==> config.mk <==
export PLATFORM = sky130hd
export DESIGN_NAME = msg_sequencer
export DESIGN_NICKNAME = d
export VERILOG_FILES = /design/src/rtl/msg_ctrl_pkg.sv /design/src/rtl/btn_debounce.sv /design/src/rtl/msg_sequencer.sv
export SDC_FILE = /design/constraint.sdc
export NUM_CORES = 1
export LEC_CHECK = 0
export CAP_MARGIN = 40
export CORE_UTILIZATION = 60
export DETAILED_ROUTE_END_ITERATION = 7
export PLACE_DENSITY = 0.86
export SLEW_MARGIN = 30
export SYNTH_ARGS = -nofsm -noshare
export SYNTH_HDL_FRONTEND = slang
export SYNTH_SLANG_ARGS = --single-unit
==> constraint.sdc <==
create_clock -name clk -period 2.6 [get_ports clk]
set_clock_uncertainty 0.1 [all_clocks]
set_input_delay 0.52 -clock clk [delete_from_list [all_inputs] [get_ports clk]]
set_output_delay 0.52 -clock clk [all_outputs]
set_load 0.01 [all_outputs]
==> src/rtl/msg_ctrl_pkg.sv <==
// Shared types and constants for the message sequencer.
package msg_ctrl_pkg;

    typedef enum logic [0:0] {
        IDLE    = 1'b0,
        PENDING = 1'b1
    } state_e;

    localparam int MSG_W                   = 2;
    localparam int DEFAULT_DEBOUNCE_CYCLES = 250000;
    localparam int DEFAULT_AUTO_FRAMES     = 120;

    // Wrapping increment of the message index over num_msgs entries.
    function automatic logic [MSG_W-1:0] next_msg(input logic [MSG_W-1:0] idx,
                                                  input int num_msgs);
        logic [MSG_W-1:0] last;
        last = MSG_W'(num_msgs - 1);
        if (idx >= last) begin
            next_msg = '0;
        end else begin
            next_msg = idx + 1'b1;
        end
    endfunction

endpackage

==> src/rtl/btn_debounce.sv <==
// Button conditioner: 2-FF synchroniser, stable-level counter, rising-edge pulse.
module btn_debounce
    import msg_ctrl_pkg::*;
#(
    parameter int DEBOUNCE_CYCLES = DEFAULT_DEBOUNCE_CYCLES
) (
    input  logic clk,
    input  logic rst,
    input  logic btn_raw,
    output logic level,
    output logic press
);

    localparam int CW = (DEBOUNCE_CYCLES > 1) ? $clog2(DEBOUNCE_CYCLES) : 1;
    localparam logic [CW-1:0] CNT_LAST = CW'(DEBOUNCE_CYCLES - 1);

    logic          sync1_q, sync2_q;
    logic          level_q, level_d;
    logic          level_dly_q;
    logic          press_q;
    logic [CW-1:0] cnt_q, cnt_d;

    // Bring the raw button into the clk domain.
    always_ff @(posedge clk or posedge rst) begin
        if (rst) begin
            sync1_q <= 1'b0;
            sync2_q <= 1'b0;
        end else begin
            sync1_q <= btn_raw;
            sync2_q <= sync1_q;
        end
    end

    // Accept the synced level only after it has differed for DEBOUNCE_CYCLES cycles.
    always_comb begin
        level_d = level_q;
        cnt_d   = '0;
        if (sync2_q != level_q) begin
            if (cnt_q == CNT_LAST) begin
                level_d = sync2_q;
                cnt_d   = '0;
            end else begin
                cnt_d = cnt_q + 1'b1;
            end
        end
    end

    // Debounced level, its delayed copy and the registered press pulse.
    always_ff @(posedge clk or posedge rst) begin
        if (rst) begin
            level_q     <= 1'b0;
            level_dly_q <= 1'b0;
            press_q     <= 1'b0;
            cnt_q       <= '0;
        end else begin
            level_q     <= level_d;
            level_dly_q <= level_q;
            press_q     <= level_q & ~level_dly_q;
            cnt_q       <= cnt_d;
        end
    end

    assign level = level_q;
    assign press = press_q;

endmodule

==> src/rtl/msg_sequencer.sv <==
// Message index controller: debounced next/auto buttons, frame-aligned advances.
//
// state   | meaning
// IDLE    | no manual request outstanding
// PENDING | next pressed, advance at the coming frame_start
module msg_sequencer
    import msg_ctrl_pkg::*;
#(
    parameter int DEBOUNCE_CYCLES = DEFAULT_DEBOUNCE_CYCLES,
    parameter int NUM_MSGS        = 2,
    parameter int AUTO_FRAMES     = DEFAULT_AUTO_FRAMES
) (
    input  logic             clk,
    input  logic             rst,
    input  logic             btn_next,
    input  logic             btn_auto,
    input  logic             frame_start,
    output logic [MSG_W-1:0] msg_idx,
    output logic             msg_changed,
    output logic             auto_mode
);

    localparam int FCW = (AUTO_FRAMES > 1) ? $clog2(AUTO_FRAMES) : 1;
    localparam logic [FCW-1:0] FRAME_LAST = FCW'(AUTO_FRAMES - 1);

    logic next_press, auto_press;
    logic next_level, auto_level;

    state_e           state_q, state_d;
    logic [MSG_W-1:0] idx_q, idx_d;
    logic             changed_q, changed_d;
    logic             auto_q, auto_d;
    logic [FCW-1:0]   fcnt_q, fcnt_d;
    logic             auto_due, advance;

    btn_debounce #(.DEBOUNCE_CYCLES(DEBOUNCE_CYCLES)) u_db_next (
        .clk     (clk),
        .rst     (rst),
        .btn_raw (btn_next),
        .level   (next_level),
        .press   (next_press)
    );

    btn_debounce #(.DEBOUNCE_CYCLES(DEBOUNCE_CYCLES)) u_db_auto (
        .clk     (clk),
        .rst     (rst),
        .btn_raw (btn_auto),
        .level   (auto_level),
        .press   (auto_press)
    );

    // Debounced levels are not needed here; only the press pulses are.
    logic unused_levels;
    assign unused_levels = &{1'b0, next_level, auto_level};

    assign auto_due = auto_q && (fcnt_q == FRAME_LAST);
    assign advance  = frame_start && ((state_q == PENDING) || auto_due);

    // Next-state logic for the request FSM, index, auto mode and frame counter.
    always_comb begin
        state_d   = state_q;
        idx_d     = idx_q;
        changed_d = 1'b0;
        auto_d    = auto_q;
        fcnt_d    = fcnt_q;

        if (advance) begin
            idx_d     = next_msg(idx_q, NUM_MSGS);
            changed_d = 1'b1;
            fcnt_d    = '0;
            // A press arriving on the advancing edge from IDLE still opens a new request.
            state_d   = (state_q == IDLE && next_press) ? PENDING : IDLE;
        end else begin
            if (next_press) begin
                state_d = PENDING;
            end
            if (auto_q && frame_start) begin
                fcnt_d = fcnt_q + 1'b1;
            end
        end

        if (auto_press) begin
            auto_d = ~auto_q;
            fcnt_d = '0;
        end
    end

    // Sequencer state registers.
    always_ff @(posedge clk or posedge rst) begin
        if (rst) begin
            state_q   <= IDLE;
            idx_q     <= '0;
            changed_q <= 1'b0;
            auto_q    <= 1'b0;
            fcnt_q    <= '0;
        end else begin
            state_q   <= state_d;
            idx_q     <= idx_d;
            changed_q <= changed_d;
            auto_q    <= auto_d;
            fcnt_q    <= fcnt_d;
        end
    end

    assign msg_idx     = idx_q;
    assign msg_changed = changed_q;
    assign auto_mode   = auto_q;

endmodule

; ---- Word level (Yosys, flattened, before mapping)
; Cells that the tools add are included.
[word_totals]
ff_bits = 58
input_bits = 5
out_inout_bits = 4
word_cells = 54
[op_classes]
n_addsub = 4
magnitude_cmp = 1
eq_ne = 5
mux = 12
bitwise = 6
reduce_logical = 9
[ops]
columns = op, n
row1 = $mux W18, 4
row2 = $add A18 B1 Y18 const B, 2
row3 = $eq A18 B18 Y1 const B, 2
row4 = $mux W7, 3
row5 = $add A7 B1 Y7 const B, 1
row6 = $eq A7 B7 Y1 const B, 1
row7 = $logic_and A1 B1 Y1, 4
row8 = $mux W1, 4
row9 = $not A1 Y1, 4
row10 = $reduce_and A2 Y1, 2
row11 = $reduce_bool A3 Y1, 1
row12 = $add A2 B1 Y2 const B, 1
row13 = $and A1 B1 Y1, 2
row14 = $ge A2 B1 Y1 const B, 1
row15 = $mux W2, 1
row16 = $ne A1 B1 Y1, 2
row17 = $reduce_bool A2 Y1, 1
row18 = $logic_or A1 B1 Y1, 1

; ---- Depth between registers and ports, before layout
; Gate-level depths: netlist (run 1).
[logic_depth]
ltp_word = 6
depth_mapped = 6
depth_no_buf = 5

; ---- Modules after synthesis
; From an unflattened synthesis (run 1), not the netlist that was laid out.
[unflattened]
hier_cells = 272
hier_area_um2 = 2811.4
[by_module_without_submodules]
columns = mod, instances, cells_per_inst, area_per_inst_um2, seq_area_each_um2
row1 = btn_debounce, 2, 107, 1112.3, 575.6
row2 = msg_sequencer, 1, 58, 586.8, 300.3

; ---- Worst setup path after synthesis (run 1)
; OpenSTA, ideal clock, no wires.
[synth_path]
kind = register -> register
startpoint = register u_db_next.cnt_q[0]
endpoint = register u_db_next.cnt_q[10]
setup_ps = 121
arrival_ps = 1668
required_ps = 2379
slack_ps = 711
stages_incl_launch_ff = 6
n_path_buf = 1
period_less_slack_ps = 1889
cell_sequence = dfrtp_1 ha_1 nand3_1 o41ai_4 buf_2 nor2_1
[synth_via]
elab_chain_cells = 3
elab_cells_between_ends = 4
classes_between = 1 x add/sub / 1 x eq/ne / 2 x mux
[synth_rtl]
columns = element, line_no
row1 = "start, declared", btn_debounce.sv:21  ; logic [CW-1:0] cnt_q, cnt_d;
row2 = "start signal, assigned", btn_debounce.sv:59  ; cnt_q <= cnt_d;
row3 = $add A18 B1 Y18 / $eq A18 B18 Y1 (equally long branches), "btn_debounce.sv:43, btn_debounce.sv:39"
row4 = $mux W18 *, btn_debounce.sv:39  ; if (cnt_q == CNT_LAST) begin
row5 = $mux W18 *, btn_debounce.sv:38  ; if (sync2_q != level_q) begin
row6 = net u_db_next.cnt_d[10], btn_debounce.sv:21
; The timed path passes the listed nets; every way through them passes the cells marked *.
; A chain may end at the register's enable or synchronous reset.

; ---- Final worst setup path (run 1)
[layout_path]
startpoint = register u_db_next.cnt_q[0]
endpoint = register u_db_next.level_q, in the netlist u_db_next.level
[layout_via]
elab_chain_cells = 2
[layout_rtl]
columns = element, line_no
row1 = $eq A18 B18 Y1, btn_debounce.sv:39
row2 = $reduce_and A2 Y1 (no line), -
row3 = "end signal, assigned", btn_debounce.sv:56  ; level_q <= level_d;
row4 = "end, declared", btn_debounce.sv:18  ; logic level_q, level_d;
; No other way between the ends.

==> results of run 1 <==
[worst register-to-register path, stage by stage, from the launching register on]
cell,delay (ns)
dfrtp_1,0.38
ha_1,0.20
nand3_1,0.35
nor4_1,0.47
mux2_2,0.38
[Yosys cell counts (3+ instances only)]
master	count
nand2_1	16
xor2_1	8
ha_1	4
nor4_1	14
nand4_1	10
nand3_1	12
nor3_1	8
nor2_1	46
o21ai_0	4
dfrtp_1	58
inv_1	14
a21oi_1	4
or3_1	3
xnor2_1	30
[final timing paths]
kind                                            endpoint  cells past startpoint  slack [ns]                          from
setup / recovery             u_db_next.level$_DFFE_PP0P_                      4        0.60  u_db_next.cnt_q[0]$_DFF_PP0_
hold / removal               u_db_auto.sync2_q$_DFF_PP0_                      0        0.25   u_db_auto.sync1_q$_DFF_PP0_
setup reg to reg             u_db_next.level$_DFFE_PP0P_                      4        0.60  u_db_next.cnt_q[0]$_DFF_PP0_
hold reg to reg              u_db_auto.sync2_q$_DFF_PP0_                      0        0.25   u_db_auto.sync1_q$_DFF_PP0_
max in group asynchronous  u_db_auto.cnt_q[13]$_DFF_PP0_                      3        1.69                           rst
min in group asynchronous  u_db_next.cnt_q[16]$_DFF_PP0_                      3        0.46                           rst
[power breakdown]
part	total [mW]	leakage [nW]	internal (mW)	switching [mW]
Combinational	0.0786	0.411	0.0331	0.0455
Sequential	0.931	0.792	0.919	0.0115
Clock	0.659	0.0766	0.362	0.297
Total	1.67	1.28	1.31	0.354
[layout by cell type (no fill, tap or decap), types with 2 or more instances in the layout]
master,count
buf_4,4
a21oi_1,4
nor3_1,8
xor2_1,8
dfrtp_1,58
clkbuf_1,4
nand4_1,10
ha_1,4
clkbuf_8,10
clkdlybuf4s50_1,8
nor4_1,14
or3_1,3
xnor2_1,30
inv_1,13
nand3_1,12
nor4b_1,2
nor2b_1,2
o21ai_0,4
nand2_1,16
o41ai_4,2
mux2_2,2
nor2_1,46
[registers in the layout, summed over array words and instances (netlist names), 2 cells and up]
signal / cells
u_db_auto.cnt_q: 18
u_db_next.cnt_q: 18
fcnt_q: 7
msg_idx: 2
[area by class of cell]
cell class              instances  area, um2  share of cell area [%]
multi-input cells             178       1140                    38.1
clock buffers                  14        153                    5.11
well taps                      50       62.6                    2.09
inverters                      14       52.6                    1.76
flip-flops and latches         58       1450                    48.6
repair buffers                 13        130                    4.36
[cells by family after synthesis]
logic type	after synthesis	share of synthesized area, %
compound gates	12	4.18
xor+xnor	38	12.5
fa+ha+maj	4	1.88
buf+inv	18	2.86
flops	58	54.5
mux	3	1.22
simple gates	121	22.9
[routing by layer]
layer / vias up / global-route usage, %
li1: 910 / -
met1: 894 / 29.4
met2: 40 / 37.0
met3: 8 / 4.93
met4: 0 / 13.8
met5: - / 0
==> impl_metrics.json, run 1 <==
{
  "synth_top_area_cell": "dfrtp_1",
  "yosys_warnings": 0,
  "slowest_stage": "nor4_1",
  "startpoint_type": "flip-flop",
  "synth_edf_count": 0,
  "path_class": "flip-flop to flip-flop",
  "h-tree-depth": 3,
  "ctsHoldBuffers": 0,
  "io_buffers": 8,
  "routed_wl_um": 4640,
  "clk-insertion-delay-late_ns": 0.32,
  "wl_met3_um": 167,
  "max-cap-violations": 0,
  "ys_seq_area_share_pct": 54.5,
  "synth_nets": 263,
  "worst_pin_slew_ns": 0.461,
  "hold_violations": 0,
  "syn_to_final_growth_pct": 12.1,
  "die_w_um": 68.6,
  "nets": 283,
  "cts_tree": "done",
  "routed.top_layer": "met4",
  "clock-sinks": 58,
  "avgViaCountPerCell": 5.66,
  "finalPower_mw": 1.67,
  "gp_congestion": 0.790,
  "numCtsBuffers": 9,
  "setup_viol_count_final": 0,
  "power_density_mw_per_mm2": 559,
  "antenna_found_initial": 0,
  "dp_hpwl_um": 3170,
  "setup_slack_ns": 0.597,
  "io_pins": 9,
  "grt_pass1_wl_um": 7800,
  "grt_max_degree": 59,
  "critPathCaptureType": "flip-flop",
  "start_util_pct": 64.3,
  "grt_pass1_vias": 1779,
  "antenna_left": 0,
  "synth_top_area_share_pct": 54.5,
  "drtIter0Drc": 178,
  "holdWs_ns": 0.246,
  "synth_top_flop_cell": "dfrtp_1",
  "grt_usage_pct": 23.3,
  "pre_cts_slack_ns": 0.485,
  "path_delay_family": "simple AND/OR/NAND/NOR gates",
  "synthCells": 254,
  "layout-drive-gt1-share_pct": 8.66,
  "slowest_delay_ns": 0.47,
  "post_cts_resized": 0,
  "met1_length_um": 2180,
  "p_leak_nw": 1.28,
  "cts-root-buf": "clkbuf_8",
  "row_count": 23,
  "gr-total-overflow": 0,
  "vias": 1852,
  "firstDrtPassIters": 4,
  "final_cells": 327,
  "design_area_mm2": 0.00299,
  "ys_ff_latch": 58,
  "fmax_mhz": 499,
  "antenna_cells": 0,
  "grt_setup_unrepaired": "false",
  "utilization_pct": 72.1,
  "nFillCells": 285,
  "cp.arrival_ns": 2.11,
  "setup-tns-final_ns": 0,
  "wl_per_cell_um": 14.2,
  "async_flop_share_pct": 100,
  "path_clk_slew_ns": 0.06,
  "synth_cell_types": 32,
  "maxSlewHeadroom_pct": 69.2,
  "design.die.area_mm2": 0.00471,
  "period_share_pct": 77.0,
  "synth.area.top_cells": "dfrtp_1, xnor2_1, nor2_1, nor4_1, xor2_1",
  "syn_area_per_cell_um2": 10.5,
  "drc_errors": 0,
  "met2WireLength_um": 2210,
  "die_h_um": 68.6,
  "dpl.cell_count": 313,
  "slew_violations": 0,
  "critPathBufInv": 0,
  "peakVddDrop_uv": 545,
  "dpl_cell_area_mm2": 0.00283,
  "critPathMaxFanout": 9,
  "finalCriticalPeriod_ns": 2.00,
  "required_ns": 2.70,
  "crit_chain": "ha_1 > nand3_1 > nor4_1 > mux2_2",
  "status": "finished, final reports clean",
  "coreArea_mm2": 0.00414,
  "cts_setup_buffers": 0,
  "hp-class": "flip-flop to flip-flop",
  "synth_area_mm2": 0.00267,
  "clockBufferDepth": 2
}
Power figures use the tool's default switching activity.
==> run 2, diff against run 1 <==
- clock period: 2.6 -> 1.99 ns (I/O delays scaled with it)
==> impl_metrics.json, run 2 (synthesis gave the netlist of run 1 again) <==
{
  "status": "finished, final reports clean",
  "fmax_mhz": 529,
  "slew_violations": 0,
  "clockBufferDepth": 2,
  "gr-total-overflow": 0,
  "grt_max_degree": 50,
  "max-cap-violations": 0,
  "design_area_mm2": 0.00310,
  "drc_errors": 0,
  "cts-root-buf": "clkbuf_8",
  "ctsHoldBuffers": 0,
  "antenna_left": 0,
  "wl_per_cell_um": 14.2,
  "cts_tree": "done",
  "path_class": "flip-flop to flip-flop",
  "io_buffers": 8,
  "grt_usage_pct": 23.8,
  "critPathMaxFanout": 10,
  "setup_viol_count_final": 0,
  "reg2reg_slack_ns": 0.1,
  "drtIter0Drc": 147,
  "die_h_um": 68.6,
  "post_cts_resized": 0,
  "numCtsBuffers": 9,
  "final_cells": 335,
  "grt_pass1_wl_um": 7960,
  "antenna_found_initial": 0,
  "nFillCells": 307,
  "avgViaCountPerCell": 5.56,
  "pre_cts_slack_ns": 0.0618,
  "maxSlewHeadroom_pct": 73.0,
  "row_count": 23,
  "finalCriticalPeriod_ns": 1.89,
  "clk-insertion-delay-late_ns": 0.33,
  "final_cell_mix": "dfrtp_1, nor2_1, xnor2_1",
  "reg.largest.list": "u_db_auto.cnt_q x18, u_db_next.cnt_q x18, fcnt_q x7",
  "utilization_pct": 74.9,
  "firstDrtPassIters": 4,
  "p_leak_nw": 1.34,
  "peakVddDrop_uv": 546,
  "required_ns": 2.11,
  "worst_pin_slew_ns": 0.400,
  "io_pins": 9,
  "critPathCaptureType": "flip-flop",
  "nets": 290,
  "grt_pass1_vias": 1780,
  "gp_congestion": 0.840,
  "cp.arrival_ns": 2.01,
  "routed_wl_um": 4760,
  "holdWs_ns": 0.204,
  "dp_hpwl_um": 3110,
  "seq_area_mm2": 0.00145,
  "dpl.cell_count": 320,
  "syn_to_final_growth_pct": 16.4,
  "reg2reg_depth": 5,
  "final_common_cell": "dfrtp_1",
  "die_w_um": 68.6,
  "coreArea_mm2": 0.00414,
  "multi_input_area_mm2": 0.00115,
  "period_share_pct": 95.0,
  "clock-sinks": 58,
  "power_density_mw_per_mm2": 779,
  "design.die.area_mm2": 0.00471,
  "path_clk_slew_ns": 0.06,
  "hold_violations": 0,
  "layout-drive-gt1-share_pct": 13.0,
  "antenna_cells": 0,
  "start_util_pct": 64.3,
  "setup_slack_ns": 0.100,
  "h-tree-depth": 3,
  "hp-class": "input pin to asynchronous set/reset pin",
  "cts_setup_buffers": 0,
  "startpoint_type": "flip-flop",
  "vias": 1864,
  "dpl_cell_area_mm2": 0.00289
}
run 2: changes by cell type in the layout (fill, tap and decap cells not counted):
cell       change
clkbuf_8       +2
clkinv_2       +1
buf_4          +7
nor4_1         -2
nor4_2         +2
bufinv_16      +1
clkbuf_1       -3
run 2: final timing paths:
| path | from | to |
|---|---|---|
| min in group clk | u_db_next.sync1_q$_DFF_PP0_ | u_db_next.sync2_q$_DFF_PP0_ |
| max | u_db_auto.cnt_q[9]$_DFF_PP0_ | u_db_auto.cnt_q[12]$_DFF_PP0_ |
| min reg2reg | u_db_next.sync1_q$_DFF_PP0_ | u_db_next.sync2_q$_DFF_PP0_ |
| max reg2reg | u_db_auto.cnt_q[9]$_DFF_PP0_ | u_db_auto.cnt_q[12]$_DFF_PP0_ |
| max in group asynchronous | rst | u_db_next.cnt_q[3]$_DFF_PP0_ |
| min | rst | u_db_next.cnt_q[14]$_DFF_PP0_ |
run 2: layout make-up:
type,instances,share of cell area [%]
Sequential cell,58,46.8
Tap cell,50,2.02
Clock buffer,13,5.44
Timing Repair Buffer,20,5.89
Clock inverter,2,1.13
Inverter,14,1.69
Multi-Input combinational cell,178,37.1
run 2: worst max-delay path: stages (launching register included):
cell and delay (ns):
dfrtp_1 0.44, nor4_1 0.29, nand4_1 0.25, o41ai_4 0.42
buf_4 0.23, nor2_1 0.06
run 2: through the flow:
step                      total power, mW  setup TNS (ns)
after floorplan                      1.30               0
after global placement               1.34               0
after detailed placement             1.34               0
after CTS                            2.44               0
after global routing                 2.52       -0.000807
final                                2.42               0
run 2: power breakdown:
group	leakage (nW)	switching [mW]	internal (mW)
clock network	0.106	0.424	0.672
registers	0.792	0.0161	1.20
logic	0.441	0.0603	0.0450
total	1.34	0.500	1.92
run 2: layer usage:
layer | global-route usage, % | part of all wire, %
met5 | 0 | 0
met4 | 5.47 | 0.86
met3 | 8.88 | 4.7
met2 | 37.5 | 48
met1 | 31.1 | 47
